--- src/rtl/axis_summer_pkg.sv ---
// rtl/axis_summer_pkg.sv - shared state type and default sizes for axis_packet_summer
package axis_summer_pkg;

    localparam int DEF_DATA_W = 32;
    localparam int DEF_ACC_W  = 48;
    localparam int DEF_DEPTH  = 4;

    typedef enum logic {
        ACCUM  = 1'b0,
        OUTPUT = 1'b1
    } sum_state_e;

endpackage

--- src/rtl/axis_sync_fifo.sv ---
// rtl/axis_sync_fifo.sv - single-clock FIFO with registered occupancy, full, empty and count
module axis_sync_fifo #(
    parameter int WIDTH = 33,
    parameter int DEPTH = 4
) (
    input  logic                     clk,
    input  logic                     rst_n,
    input  logic                     push_i,
    input  logic [WIDTH-1:0]         push_data_i,
    input  logic                     pop_i,
    output logic [WIDTH-1:0]         pop_data_o,
    output logic                     full_o,
    output logic                     empty_o,
    output logic [$clog2(DEPTH):0]   count_o
);

    localparam int AW = $clog2(DEPTH);

    logic [WIDTH-1:0] mem_q [DEPTH];
    logic [AW-1:0]    wr_ptr_q;
    logic [AW-1:0]    rd_ptr_q;
    logic [AW:0]      count_q;
    logic             do_push;
    logic             do_pop;

    assign full_o     = (count_q == (AW+1)'(DEPTH));
    assign empty_o    = (count_q == '0);
    assign count_o    = count_q;
    assign do_push    = push_i && !full_o;
    assign do_pop     = pop_i && !empty_o;
    assign pop_data_o = mem_q[rd_ptr_q];

    // Storage is not reset; stale entries are unreachable once the pointers clear.
    always_ff @(posedge clk) begin
        if (do_push) begin
            mem_q[wr_ptr_q] <= push_data_i;
        end
    end

    always_ff @(posedge clk or negedge rst_n) begin
        if (!rst_n) begin
            wr_ptr_q <= '0;
            rd_ptr_q <= '0;
            count_q  <= '0;
        end else begin
            if (do_push) begin
                wr_ptr_q <= wr_ptr_q + AW'(1);
            end
            if (do_pop) begin
                rd_ptr_q <= rd_ptr_q + AW'(1);
            end
            case ({do_push, do_pop})
                2'b10:   count_q <= count_q + (AW+1)'(1);
                2'b01:   count_q <= count_q - (AW+1)'(1);
                default: count_q <= count_q;
            endcase
        end
    end

endmodule

--- src/rtl/axis_packet_summer.sv ---
// rtl/axis_packet_summer.sv - sums each input packet and emits the total on a result stream
module axis_packet_summer
    import axis_summer_pkg::*;
#(
    parameter int DATA_W = DEF_DATA_W,
    parameter int ACC_W  = DEF_ACC_W,
    parameter int DEPTH  = DEF_DEPTH,
    parameter int SAT    = 1
) (
    input  logic              clk,
    input  logic              rst,
    input  logic [DATA_W-1:0] s_tdata,
    input  logic              s_tvalid,
    input  logic              s_tlast,
    output logic              s_tready,
    output logic [ACC_W-1:0]  m_tdata,
    output logic              m_tvalid,
    input  logic              m_tready,
    output logic              m_tuser,
    output logic [ACC_W-1:0]  result,
    output logic [15:0]       pkt_count
);

    localparam int CW = $clog2(DEPTH) + 1;

    sum_state_e       state_q, state_d;
    logic [ACC_W-1:0] acc_q, acc_d;
    logic [ACC_W-1:0] result_q, result_d;
    logic             ovf_q, ovf_d;
    logic [15:0]      pkt_count_q, pkt_count_d;

    logic             fifo_full;
    logic             fifo_empty;
    logic [DATA_W:0]  fifo_rd;
    logic [CW-1:0]    unused_fifo_count;
    logic             pop;
    logic             handshake;
    logic [ACC_W:0]   sum_ext;

    // Gating with rst keeps s_tready low while reset is held.
    assign s_tready = rst && !fifo_full;

    axis_sync_fifo #(
        .WIDTH (DATA_W + 1),
        .DEPTH (DEPTH)
    ) u_fifo (
        .clk         (clk),
        .rst_n       (rst),
        .push_i      (s_tvalid && s_tready),
        .push_data_i ({s_tlast, s_tdata}),
        .pop_i       (pop),
        .pop_data_o  (fifo_rd),
        .full_o      (fifo_full),
        .empty_o     (fifo_empty),
        .count_o     (unused_fifo_count)
    );

    assign pop       = (state_q == ACCUM) && !fifo_empty;
    assign handshake = (state_q == OUTPUT) && m_tready;
    assign sum_ext   = {1'b0, acc_q} + {{(ACC_W + 1 - DATA_W){1'b0}}, fifo_rd[DATA_W-1:0]};

    always_comb begin
        state_d     = state_q;
        acc_d       = acc_q;
        ovf_d       = ovf_q;
        result_d    = result_q;
        pkt_count_d = pkt_count_q;
        if (pop) begin
            ovf_d = ovf_q || sum_ext[ACC_W];
            if (sum_ext[ACC_W] && (SAT != 0)) begin
                acc_d = '1;
            end else begin
                acc_d = sum_ext[ACC_W-1:0];
            end
            if (fifo_rd[DATA_W]) begin
                state_d = OUTPUT;
            end
        end else if (handshake) begin
            result_d    = acc_q;
            pkt_count_d = pkt_count_q + 16'd1;
            acc_d       = '0;
            ovf_d       = 1'b0;
            state_d     = ACCUM;
        end
    end

    always_ff @(posedge clk or negedge rst) begin
        if (!rst) begin
            state_q     <= ACCUM;
            acc_q       <= '0;
            ovf_q       <= 1'b0;
            result_q    <= '0;
            pkt_count_q <= '0;
        end else begin
            state_q     <= state_d;
            acc_q       <= acc_d;
            ovf_q       <= ovf_d;
            result_q    <= result_d;
            pkt_count_q <= pkt_count_d;
        end
    end

    assign m_tvalid  = (state_q == OUTPUT);
    assign m_tdata   = m_tvalid ? acc_q : '0;
    assign m_tuser   = m_tvalid && ovf_q;
    assign result    = result_q;
    assign pkt_count = pkt_count_q;

endmodule
--- config.mk ---
export PLATFORM = sky130hd
export DESIGN_NAME = axis_packet_summer
export DESIGN_NICKNAME = d
export VERILOG_FILES = /design/src/rtl/axis_summer_pkg.sv /design/src/rtl/axis_sync_fifo.sv /design/src/rtl/axis_packet_summer.sv
export SDC_FILE = /design/constraint.sdc
export NUM_CORES = 1
export LEC_CHECK = 0
export ABC_CLOCK_PERIOD_IN_PS = 6900
export CAP_MARGIN = 30
export CORE_UTILIZATION = 50
export CTS_BUF_LIST = sky130_fd_sc_hd__clkbuf_16
export DETAILED_ROUTE_END_ITERATION = 12
export PLACE_DENSITY_LB_ADDON = 0.1
export SYNTH_ARGS = -nofsm -noshare
export SYNTH_HDL_FRONTEND = slang
export SYNTH_SLANG_ARGS = --single-unit
--- constraint.sdc ---
create_clock -name clk -period 6.9 [get_ports clk]
set_input_delay 1.035 -clock clk [delete_from_list [all_inputs] [get_ports clk]]
set_output_delay 1.035 -clock clk [all_outputs]
set_load 0.05 [all_outputs]
==> results of run 1 <==
==> registers in the layout, indices dropped and copies added (netlist names) <==
name	count
ovf_q	1
pkt_count	16
acc_q	48
u_fifo.wr_ptr_q	2
result	48
m_tvalid	1
u_fifo.mem_q	132
u_fifo.count_o	3
u_fifo.rd_ptr_q	2
==> stage by stage <==
| step | cells | power [W] | utilization |
|---|---|---|---|
| after CTS | 1519 | 0.00800 | 0.626 |
| after detailed placement | 1469 | 0.00656 | 0.589 |
| final | 1519 | 0.00797 | 0.626 |
| after global routing | 1519 | 0.00850 | 0.626 |
| after global placement | 1469 | 0.00653 | 0.589 |
| after floorplan | 1037 | 0.00538 | - |
==> cell usage after synthesis, types with 14 or more instances <==
master | number | area (µm²)
dfrtp_1 | 121 | 3030
mux4_2 | 33 | 743
nand3_1 | 44 | 220
and3_1 | 14 | 87.6
o211ai_1 | 23 | 173
and2_1 | 51 | 319
a21oi_1 | 42 | 210
a31oi_1 | 21 | 131
edfxtp_1 | 132 | 3960
inv_1 | 22 | 82.6
clkbuf_1 | 35 | 131
nor2_1 | 43 | 161
xor2_1 | 16 | 140
xnor2_1 | 31 | 272
nand2_1 | 206 | 773
ha_1 | 38 | 475
o21ai_0 | 31 | 155
==> power groups by stage <==
stage	logic [W]	clock network (W)	registers (W)
2_1_floorplan	0.00283	0	0.00255
4_1_cts	0.00428	0.00145	0.00226
3_3_place_gp	0.00424	0	0.00228
3_5_place_dp	0.00427	0	0.00229
5_1_grt	0.00469	0.00151	0.00231
6_report	0.00428	0.00142	0.00226
==> final timing paths <==
check | endpoint | depth (start not counted) | slack [ns]
hold / removal | result[34]$_DFFE_PN0P_ | 2 | 0.47
min in group asynchronous | pkt_count[12]$_DFFE_PN0P_ | 2 | 0.72
setup reg to reg | acc_q[27]$_DFFE_PN0P_ | 11 | 2.65
max in group asynchronous | result[26]$_DFFE_PN0P_ | 3 | 4.91
hold reg to reg | result[34]$_DFFE_PN0P_ | 2 | 0.47
setup / recovery | acc_q[27]$_DFFE_PN0P_ | 11 | 2.65
==> logic make-up after synthesis <==
group                      synth area share
muxes                                0.0648
and+or+nand+nor                       0.157
xor gates and xnor gates             0.0340
adders and majority gates            0.0426
DFF                                   0.578
buffers and inverters                0.0242
AOI/OAI and AO/OA                    0.0991
==> worst reg2reg max path: cells and delay by family (launching register included) <==
kind            cells  cell delay [ns]
fa+ha+maj           1             0.40
flops               1             0.47
buf+inv             1             0.53
simple gates        2             0.69
mux                 1             0.59
compound gates      6             1.48
==> routing by layer <==
metal / part of all wire / track usage / vias up
met5: 0 / 0 / -
met4: 0.017 / 0.0527 / 0
met3: 0.060 / 0.0295 / 37
met2: 0.45 / 0.361 / 261
met1: 0.47 / 0.344 / 4052
li1: - / - / 4056
==> cell type report <==
class                   instances  area share
flip-flops and latches        253       0.473
multi-input cells             711       0.326
repair buffers                164       0.109
clock buffers                  28      0.0474
well taps                     319      0.0270
clock inverters                22      0.0124
inverters                      22     0.00559
==> results.toml, run 1 <==
[status]
status = "completed"

[cts]
cts_buffers = 27
cts_tree = "built"
clock_sink_count = 253
cts-root-buf = "clkbuf_16"
cts_hold_buf = 0
clk_latency_ns = 0.54
clockBufferDepth = 3
cts_htree_levels = 1
path_clk_slew_ns = 0.06
cts_resized = 0
post_cts_buffers = 0

[place]
place_area_um2 = 13900
hpwlAfterDp_mm = 19.1
gp_congestion = 0.914
numPortBuffers = 151
post-place-ws_ns = 2.58

[pwr]
p_comb_frac = 0.538
seq_power_share = 0.284
ir_worst_vdd_mv = 0.260
p_leak_nw = 5.89
swShare = 0.449
power.switching_w = 0.00357
p_clk_frac = 0.179
power_density_nw_per_um2 = 539
internal-power_w = 0.00439

[synth]
yosysSeqAreaShare = 0.578
syn_area_um2 = 12100
postSynthCellCount = 1037
async_reset_ff_frac = 0.478
synth_seq_cells = 253
synth-warning-count = 0
synth_cell_type_count = 64
synth_edf_count = 132
syn_nets = 1114
synth_flop_cell = "edfxtp_1"
synth_area_per_cell_um2 = 11.7

[global_routing]
antenna_found_initial = 0
grt_pass1_wl_mm = 44.3
grt_overflow = 0
grt_max_degree = 68
grt_pass1_vias = 8198
groute.usage.overall = 0.231

[detailed_routing]
route.antenna.remaining_nets = 0
vias_per_cell = 5.53
vias = 8406
drc_errors = 0
wirelength_mm = 27.5
first_pass_iters = 5
wl_per_cell_um = 18.1
drt-initial-drc-count = 525

[timing]
setup_violations = 0
period_needed_ns = 4.25
rsz0062_at_grt = "no"
hold_viol = 0
max_slew_margin = 0.439
finalSetupTns_ns = 0
fin_hold_ws_ns = 0.470
max_slew.worst_pin.slew_ns = 0.839
postLayoutSetupSlackWorst_ns = 2.65
max_freq_mhz = 235
fin_crit_sh = 0.616
finClkSkew_ns = 0.0154
slew_viol_final = 0

[setup_path]
critPathKind = "flop to flop"
slowest_stage = "mux4_2"
crit_top_cell = "a31oi_1"
critPathArrivalTime_ns = 4.70
path_max_fanout = 30
crit_chain = "buf_4 -> mux4_2 -> ha_1 -> a21o_1 -> a31oi_1 -> a211o_1 -> a211oi_4 -> a31oi_4 -> nor2_4 -> nand3_2 -> a31oi_1"
crit_buf_inv = 1
cp-start-kind = "flop"
reg2reg_from = "u_fifo.rd_ptr_q[0]$_DFFE_PN0P_"
critical-path-top-delay-family = "compound AO/OA/AOI/OAI gates"
setup.worst_path.start = "u_fifo.rd_ptr_q[0]$_DFFE_PN0P_"
slowest_delay_ns = 0.58
required_ns = 7.35
end_kind = "flop"

[floorplanning]
fp.coreArea_um2 = 23600
io_pins = 152
die_height_um = 158
die_w_um = 158
core.rowCount = 56
dieArea_um2 = 24800
start_util = 0.512

[hold_path]
hold_path.class = "flop to flop"
min_from = "result[34]$_DFFE_PN0P_"

[finish]
diodes = 0
layout_commonest_cell = "nand2_1"
multi_input_area_um2 = 4820
final_cell_mix = "205 x nand2_1, 150 x clkdlybuf4s50_1, 132 x edfxtp_1"
drive_above_1_share = 0.0883
fin_nets = 1256
seq_area_um2 = 6990
area_delta_synth_final_pct = 22.2
fillerInstances = 1911
fin_area_um2 = 14800

[job]
cap_violations = 0
Power figures use the tool's default switching activity.
==> run 2, diff against run 1 <==
--- a/config.mk
+++ b/config.mk
@@ -5,7 +5,7 @@
 export SDC_FILE = /design/constraint.sdc
 export NUM_CORES = 1
 export LEC_CHECK = 0
-export ABC_CLOCK_PERIOD_IN_PS = 6900
+export ABC_CLOCK_PERIOD_IN_PS = 4400
 export CAP_MARGIN = 30
 export CORE_UTILIZATION = 50
 export CTS_BUF_LIST = sky130_fd_sc_hd__clkbuf_16
==> constraint.sdc (replaced) <==
create_clock -name clk -period 4.4 [get_ports clk]
set_input_delay 0.66 -clock clk [delete_from_list [all_inputs] [get_ports clk]]
set_output_delay 0.66 -clock clk [all_outputs]
set_load 0.05 [all_outputs]
==> run 2 against run 1 <==
Compared with the run above: fmax increased by 9.7%; via count increased by 0.92%; final cell count increased by 0.26%; clock-buffer cell count unchanged; sequential share of layout area decreased by 0.064 points; non-clock buffer count increased by 6; sequential cell count unchanged; critical endpoint is now acc_q[39]$_DFFE_PN0P_; largest cell class unchanged; highest routed layer unchanged.
==> results.toml, run 2 (same netlist as run 1, synthesis figures left out) <==
[floorplanning]
core.rowCount = 56
die_w_um = 158
start_util = 0.512
io_pins = 152
fp.coreArea_um2 = 23600
dieArea_um2 = 24800
die_height_um = 158

[place]
numPortBuffers = 151
post-place-ws_ns = 0.560
place_area_um2 = 14000
place_inst = 1475
hpwlAfterDp_mm = 19.3
gp_congestion = 0.915

[pwr]
power_density_nw_per_um2 = 842
power.total_w = 0.0125
p_leak_nw = 5.90
ir_worst_vdd_mv = 0.389

[finish]
area_delta_synth_final_pct = 22.4
largest_register_ffs = 132
drive_above_1_share = 0.0930
diodes = 0
fin_cells = 1523
multi_input_area_um2 = 4820
largest_register = "u_fifo.mem_q"
layout_commonest_cell = "nand2_1"
fillerInstances = 1958
final_cell_mix = "205 x nand2_1, 150 x clkdlybuf4s50_1, 132 x edfxtp_1"
fin_area_um2 = 14800
seq_area_um2 = 6990
fin_nets = 1262

[setup_path]
reg2reg_from = "u_fifo.rd_ptr_q[0]$_DFFE_PN0P_"
required_ns = 4.82
r2r-end = "acc_q[39]$_DFFE_PN0P_"
critPathKind = "flop to flop"
end_kind = "flop"
critPathArrivalTime_ns = 4.29
cp-start-kind = "flop"
setup.worst_path.start = "u_fifo.rd_ptr_q[0]$_DFFE_PN0P_"
cp-endpoint = "acc_q[39]$_DFFE_PN0P_"
worst-r2r-setup-slack_ns = 0.53
r2r_cells = 10
path_max_fanout = 30

[cts]
clk_latency_ns = 0.53
cts_hold_buf = 0
path_clk_slew_ns = 0.06
cts_tree = "built"
post_cts_buffers = 0
clock_sink_count = 253
cts_resized = 0
cts-root-buf = "clkbuf_16"
cts_buffers = 27
cts_htree_levels = 1
clockBufferDepth = 3

[timing]
fin_crit_sh = 0.880
max_slew_margin = 0.380
max_freq_mhz = 258
rsz0062_at_grt = "no"
finalSetupTns_ns = 0
setup_violations = 0
finClkSkew_ns = 0.0154
hold_viol = 0
period_needed_ns = 3.87
slew_viol_final = 0
max_slew.worst_pin.slew_ns = 0.929
postLayoutSetupSlackWorst_ns = 0.528

[global_routing]
grt_pass1_vias = 8240
grt_overflow = 0
grt_max_degree = 67
grt_pass1_wl_mm = 44.5
groute.usage.overall = 0.230
antenna_found_initial = 0

[detailed_routing]
wl_per_cell_um = 18.1
drt-initial-drc-count = 682
route.antenna.remaining_nets = 0
vias_per_cell = 5.57
drc_errors = 0
first_pass_iters = 5
wirelength_mm = 27.5
vias = 8483

[job]
cap_violations = 0

[hold_path]
hold_path.class = "primary input to async pin"

[status]
status = "completed"
==> run 2: worst min-delay path by stage <==
stage,endpoint
2_1_floorplan,acc_q[0]$_DFFE_PN0P_
3_3_place_gp,pkt_count[15]$_DFFE_PN0P_
3_5_place_dp,result[24]$_DFFE_PN0P_
4_1_cts,pkt_count[13]$_DFFE_PN0P_
5_1_grt,result[3]$_DFFE_PN0P_
6_report,pkt_count[13]$_DFFE_PN0P_
==> run 2: cell type report <==
class | instances | area share
Clock buffer | 28 | 0.0473
Clock inverter | 20 | 0.00989
Inverter | 22 | 0.00558
Multi-Input combinational cell | 711 | 0.326
Sequential cell | 253 | 0.472
Tap cell | 319 | 0.0270
Timing Repair Buffer | 170 | 0.112
==> run 2: report_power, final <==
part           switching, W  total, W  internal [W]
Sequential         0.000488   0.00354       0.00306
Combinational       0.00421   0.00676       0.00254
Clock              0.000904   0.00217       0.00126
==> run 2: metrics by stage <==
step                hold WS, ns   util
detailed placement        0.462  0.591
global placement          0.456  0.591
global route             0.0379  0.627
floorplan                 0.364      -
CTS                      0.0221  0.627
finish                   0.0246  0.627
==> run 2: worst max-delay path, stage by stage, from the launching register on <==
cell and delay (ns):
dfrtp_2 0.47, buf_12 0.28, mux4_2 0.58, ha_1 0.37, a21oi_1 0.21, o211ai_1 0.16
a211o_1 0.35, a41o_1 0.31, nor4b_4 0.47, nor3_4 0.14, a311o_1 0.39
==> run 2: per-layer routing <==
layer,global-route usage,share of wire,vias up
li1,-,-,4060
met1,0.348,0.48,4154
met2,0.357,0.45,238
met3,0.0286,0.054,31
met4,0.0490,0.014,0
met5,0,0,-
==> run 3, diff against run 2 <==
--- a/config.mk
+++ b/config.mk
@@ -7,7 +7,8 @@
 export LEC_CHECK = 0
 export ABC_CLOCK_PERIOD_IN_PS = 4400
 export CAP_MARGIN = 30
-export CORE_UTILIZATION = 50
+export CORE_MARGIN = 10
+export CORE_UTILIZATION = 56
 export CTS_BUF_LIST = sky130_fd_sc_hd__clkbuf_16
 export DETAILED_ROUTE_END_ITERATION = 12
 export PLACE_DENSITY_LB_ADDON = 0.1
==> run 3 against run 2 <==
Compared with the run above: clock skew increased by 0.0046 ns; largest cell class unchanged; critical path depth increased by 1; die area increased by 12%; sequential share of layout area increased by 0.060 points; register-to-register slack improved by 0.02 ns; combinational power increased by 0.9%; fmax increased by 0.55%; final cell count decreased by 3.0%; core utilization increased by 7.2 points; via count increased by 0.14%; clock-buffer cell count decreased by 1.
==> results.toml, run 3 (same netlist as run 1, synthesis figures left out) <==
[status]
status = "completed"

[finish]
layout_commonest_cell = "nand2_1"
largest_register = "u_fifo.mem_q"
largest_register_ffs = 132
fin_nets = 1259
diodes = 0
area_delta_synth_final_pct = 22.2
final_cell_mix = "205 x nand2_1, 150 x clkdlybuf4s50_1, 132 x edfxtp_1"
drive_above_1_share = 0.0890
fillerInstances = 1583

[floorplanning]
io_pins = 152
start_util = 0.572
die_height_um = 167
dieArea_um2 = 27900
die_w_um = 167
fp.coreArea_um2 = 21200
core.rowCount = 53

[global_routing]
use_met1 = 0.288
grtUsageMet2 = 0.321
grt_overflow = 0
grt_use_met3 = 0.0377
grt_pass1_vias = 8565
antenna_found_initial = 0
busiest_layer = "met2"
grt_max_degree = 71
groute.usage.overall = 0.204
grt_pass1_wl_mm = 47.1

[timing]
max_slew.worst_pin.slew_ns = 0.901
rsz0062_at_grt = "no"
slew_viol_final = 0
finalSetupTns_ns = 0
finClkSkew_ns = 0.0200
setup_violations = 0
postLayoutSetupSlackWorst_ns = 0.549
max_freq_mhz = 260
fin_hold_ws_ns = 0.276
max_slew_margin = 0.400
hold_viol = 0
fin_crit_sh = 0.875
period_needed_ns = 3.85

[detailed_routing]
route.antenna.remaining_nets = 0
vias = 8495
vias_per_cell = 5.75
first_pass_iters = 5
wirelength_mm = 29.2
wl_per_cell_um = 19.8
drt-initial-drc-count = 869
drc_errors = 0

[pwr]
power.switching_w = 0.00565
p_leak_nw = 5.91
ir_worst_vdd_mv = 0.424
p_clk_frac = 0.182
swShare = 0.447
internal-power_w = 0.00699
seq_power_share = 0.279
power_density_nw_per_um2 = 855
p_comb_frac = 0.540

[setup_path]
critPathArrivalTime_ns = 4.28
cp-start-kind = "flop"
required_ns = 4.83
path_max_fanout = 28
end_kind = "flop"
critPathKind = "flop to flop"

[cts]
cts_resized = 0
clockBufferDepth = 3
cts_htree_levels = 1
path_clk_slew_ns = 0.06
post_cts_buffers = 0
cts-root-buf = "clkbuf_16"
cts_tree = "built"
clk_latency_ns = 0.55
cts_hold_buf = 0
cts_buffers = 26
clock_sink_count = 253

[place]
hpwlAfterDp_mm = 20.4
post-place-ws_ns = 0.562
numPortBuffers = 151
gp_congestion = 0.924

[job]
cap_violations = 0

[hold_path]
hold_path.class = "primary input to async pin"
## run 3: cell type report
class,instances,area [µm²],area share
Inverter,22,82.6,0.00558
Timing Repair Buffer,168,1650,0.112
Clock inverter,21,223,0.0151
Clock buffer,27,676,0.0457
Multi-Input combinational cell,711,4820,0.326
Sequential cell,253,6990,0.473
Tap cell,275,344,0.0233
## run 3: through the flow
stage	cells	utilization	area (µm²)	total power [W]
floorplan	1037	-	12100	0.00844
global placement	1429	0.657	13900	0.0103
detailed placement	1429	0.657	13900	0.0103
CTS	1477	0.699	14800	0.0127
global route	1477	0.699	14800	0.0134
finish	1477	0.699	14800	0.0126
## run 3: worst max-delay path, stage by stage, from the launching register on
cell and delay, ns:
dfrtp_2 0.41, buf_12 0.24, mux4_2 0.54, ha_1 0.40
a21o_1 0.17, a31oi_1 0.14, a211o_1 0.33, a211oi_4 0.32
a31oi_4 0.20, nor2_4 0.22, nand3_2 0.47, o211ai_1 0.30
## run 3: power groups by stage
stage	Clock, W	Combinational, W	Sequential (W)
3_3_place_gp	0	0.00672	0.00354
5_1_grt	0.00243	0.00743	0.00359
6_report	0.00230	0.00682	0.00352
4_1_cts	0.00233	0.00682	0.00352
3_5_place_dp	0	0.00678	0.00356
2_1_floorplan	0	0.00443	0.00400
## run 3: worst paths after layout
check	start	end	slack, ns	depth (start not counted)
max	u_fifo.rd_ptr_q[0]$_DFFE_PN0P_	acc_q[7]$_DFFE_PN0P_	0.55	11
max reg2reg	u_fifo.rd_ptr_q[0]$_DFFE_PN0P_	acc_q[7]$_DFFE_PN0P_	0.55	11
max in group asynchronous	rst	u_fifo.rd_ptr_q[0]$_DFFE_PN0P_	2.74	3
min in group clk	result[34]$_DFFE_PN0P_	result[34]$_DFFE_PN0P_	0.47	2
min	rst	pkt_count[14]$_DFFE_PN0P_	0.28	2
min reg2reg	result[34]$_DFFE_PN0P_	result[34]$_DFFE_PN0P_	0.47	2
## run 3: per-layer routing
metal  wire length [µm]  vias to the layer above
li1                   -                     4052
met1              13300                     4102
met2              13400                      300
met3               2040                       41
met4                452                        0
met5                  0                        -
==> RTL change, RTL diff (config.mk and constraints of run 2) <==
`result_q` no longer has a reset.
--- a/src/rtl/axis_packet_summer.sv
+++ b/src/rtl/axis_packet_summer.sv
@@ -89,15 +89,17 @@
             state_q     <= ACCUM;
             acc_q       <= '0;
             ovf_q       <= 1'b0;
-            result_q    <= '0;
             pkt_count_q <= '0;
         end else begin
             state_q     <= state_d;
             acc_q       <= acc_d;
             ovf_q       <= ovf_d;
-            result_q    <= result_d;
             pkt_count_q <= pkt_count_d;
         end
+    end
+
+    always_ff @(posedge clk) begin
+        result_q <= result_d;
     end
 
     assign m_tvalid  = (state_q == OUTPUT);
Function: differs if rst is asserted again (counterexample within 4 cycles, from zero or initial values and one cycle with rst low); with rst held inactive, the same outputs for 4 cycles.
==> RTL change against run 2 <==
- total power fell by 5.5%
- sequential cell count did not move
- hold slack improved by 0.0046 ns
- area after synthesis fell by 2.8%
- synthesized cell count fell by 14%
- routed wire length fell by 3.5%
- design area fell by 2.0%
- setup slack got worse by 0.016 ns
- critical path depth rose by 2
==> RTL change: results (changes against run 2) <==
[yosys]
syn-num-nets=969  ; -13%
async_flop_share_pct=28.9  ; -19 points
avgSynthCellArea_um2=13.2  ; +13%
yosys-top-cells-area=edfxtp_1 46%, dfrtp_1 16%, mux4_2 6.3%
synth_edf_count=180  ; +36%
yosysSeqAreaShare_pct=61.5  ; +3.7 points
synthTopCellsByCount=180 x edfxtp_1, 87 x nand2_1, 81 x nand3_1

[global_route]
grt_usage_pct=22.6  ; -0.47 points
grt_pass1_wl_mm=42.1  ; -5.2%
grt_max_degree=74  ; +10%
grt_pass1_vias=7602  ; -7.7%

[worst_setup_path]
reg2reg_depth=12  ; +2
worstPathMaxFanout=29  ; -3.3%

[placed_design]
dp_cells=1334  ; -9.6%
gp_congestion=0.850  ; -7.0%
place_area_um2=13700  ; -2.0%
dp_hpwl_mm=17.9  ; -7.2%

[timing]
clock_skew_ns=0.0143  ; -0.00106 ns
fin_hold_ws_ns=0.0292  ; +0.00464 ns
worst_slew_pin_slew_ns=0.827  ; -0.102 ns

[power]
power.leakage_nw=5.60  ; -5.2%
power.switching_w=0.00511  ; -8.9%
peakVddDrop_v=0.000451  ; +16%

[final_layout]
final_net_count=1128  ; -11%
drive_gt1_share_pct=10.4  ; +1.1 points
n_fill_cell=1799  ; -8.1%
instances_no_fill=1384  ; -9.1%
diodes=0  ; unchanged

[route]
drt-initial-drc-count=516  ; -24%
finalWirelength_mm=26.6  ; -3.5%

[clocking]
path_clk_slew_ns=0.06  ; about the same

[status]
outcome=completed

-- RTL change: cell types whose count changed after synthesis, sizes merged, moves of 10 or more --
cell | before | now
nand2 | 206 | 89
dfrtp | 121 | 73
edfxtp | 132 | 180
nand3 | 45 | 81
o211ai | 23 | 6
a31oi | 22 | 6
nor2 | 45 | 29
o21ai | 40 | 26
a21o | 6 | 19
clkbuf | 38 | 28
-- RTL change: area by class of cell --
class | instances | area share, %
clock buffer | 27 | 4.66
tap | 313 | 2.70
inverter | 19 | 0.492
multi-input combinational | 581 | 29.7
timing repair buffer | 169 | 11.8
clock inverter | 22 | 0.828
sequential | 253 | 49.9
-- RTL change: power by group through the flow --
stage,Clock [W],Combinational [W],Sequential (W)
2_1_floorplan,0,0.00424,0.00383
3_3_place_gp,0,0.00610,0.00356
3_5_place_dp,0,0.00619,0.00356
4_1_cts,0.00209,0.00624,0.00352
5_1_grt,0.00218,0.00680,0.00357
6_report,0.00205,0.00623,0.00351
-- RTL change: worst max-delay path by stage --
stage                             from         to  slack (ns)  depth (start not counted)
floorplan           u_fifo.rd_ptr_q[0]  acc_q[27]        0.28                         13
global placement    u_fifo.rd_ptr_q[0]  acc_q[27]        0.52                         11
detailed placement  u_fifo.rd_ptr_q[0]  acc_q[31]        0.54                         12
CTS                 u_fifo.rd_ptr_q[0]  acc_q[31]        0.48                         12
global route        u_fifo.rd_ptr_q[0]  acc_q[31]        0.23                         12
finish              u_fifo.rd_ptr_q[0]  acc_q[31]        0.51                         12
-- RTL change: critical path, cell delays in order, from the launching register on --
cell and delay, ns:
dfrtp_2 0.38, buf_12 0.25, mux4_2 0.54, ha_1 0.24, fa_1 0.44, a211oi_1 0.31, o211ai_1 0.19, nand3b_1 0.24
a2111oi_4 0.13, o21bai_2 0.25, a21oi_2 0.17, and2_1 0.23, or3_1 0.38
-- RTL change: cells by family (layout without fill, tap and decap cells) --
logic type,count (synthesis),after routing,share of synthesized area (%)
AO/OA/AOI/OAI,145,145,8.80
buffers and inverters,58,237,1.92
AND/OR/NAND/NOR,313,313,13.3
adder cells (fa/ha/maj),40,40,4.38
XOR/XNOR,47,47,3.50
multiplexers,36,36,6.58
flip-flops,253,253,61.5
-- RTL change: routing by layer --
metal / track usage (%) / share of wire, % / up-vias
li1: - / - / 3668
met1: 32.3 / 46 / 3839
met2: 36.3 / 47 / 238
met3: 2.79 / 5.0 / 40
met4: 6.82 / 2.7 / 0
met5: 0 / 0 / -
-- RTL change: through the flow --
stage / util [%] / setup WS (ns)
4_1_cts: 63.4 / 0.480
2_1_floorplan: - / 0.279
3_3_place_gp: 59.8 / 0.524
3_5_place_dp: 59.9 / 0.535
5_1_grt: 63.5 / 0.228
6_report: 63.5 / 0.512
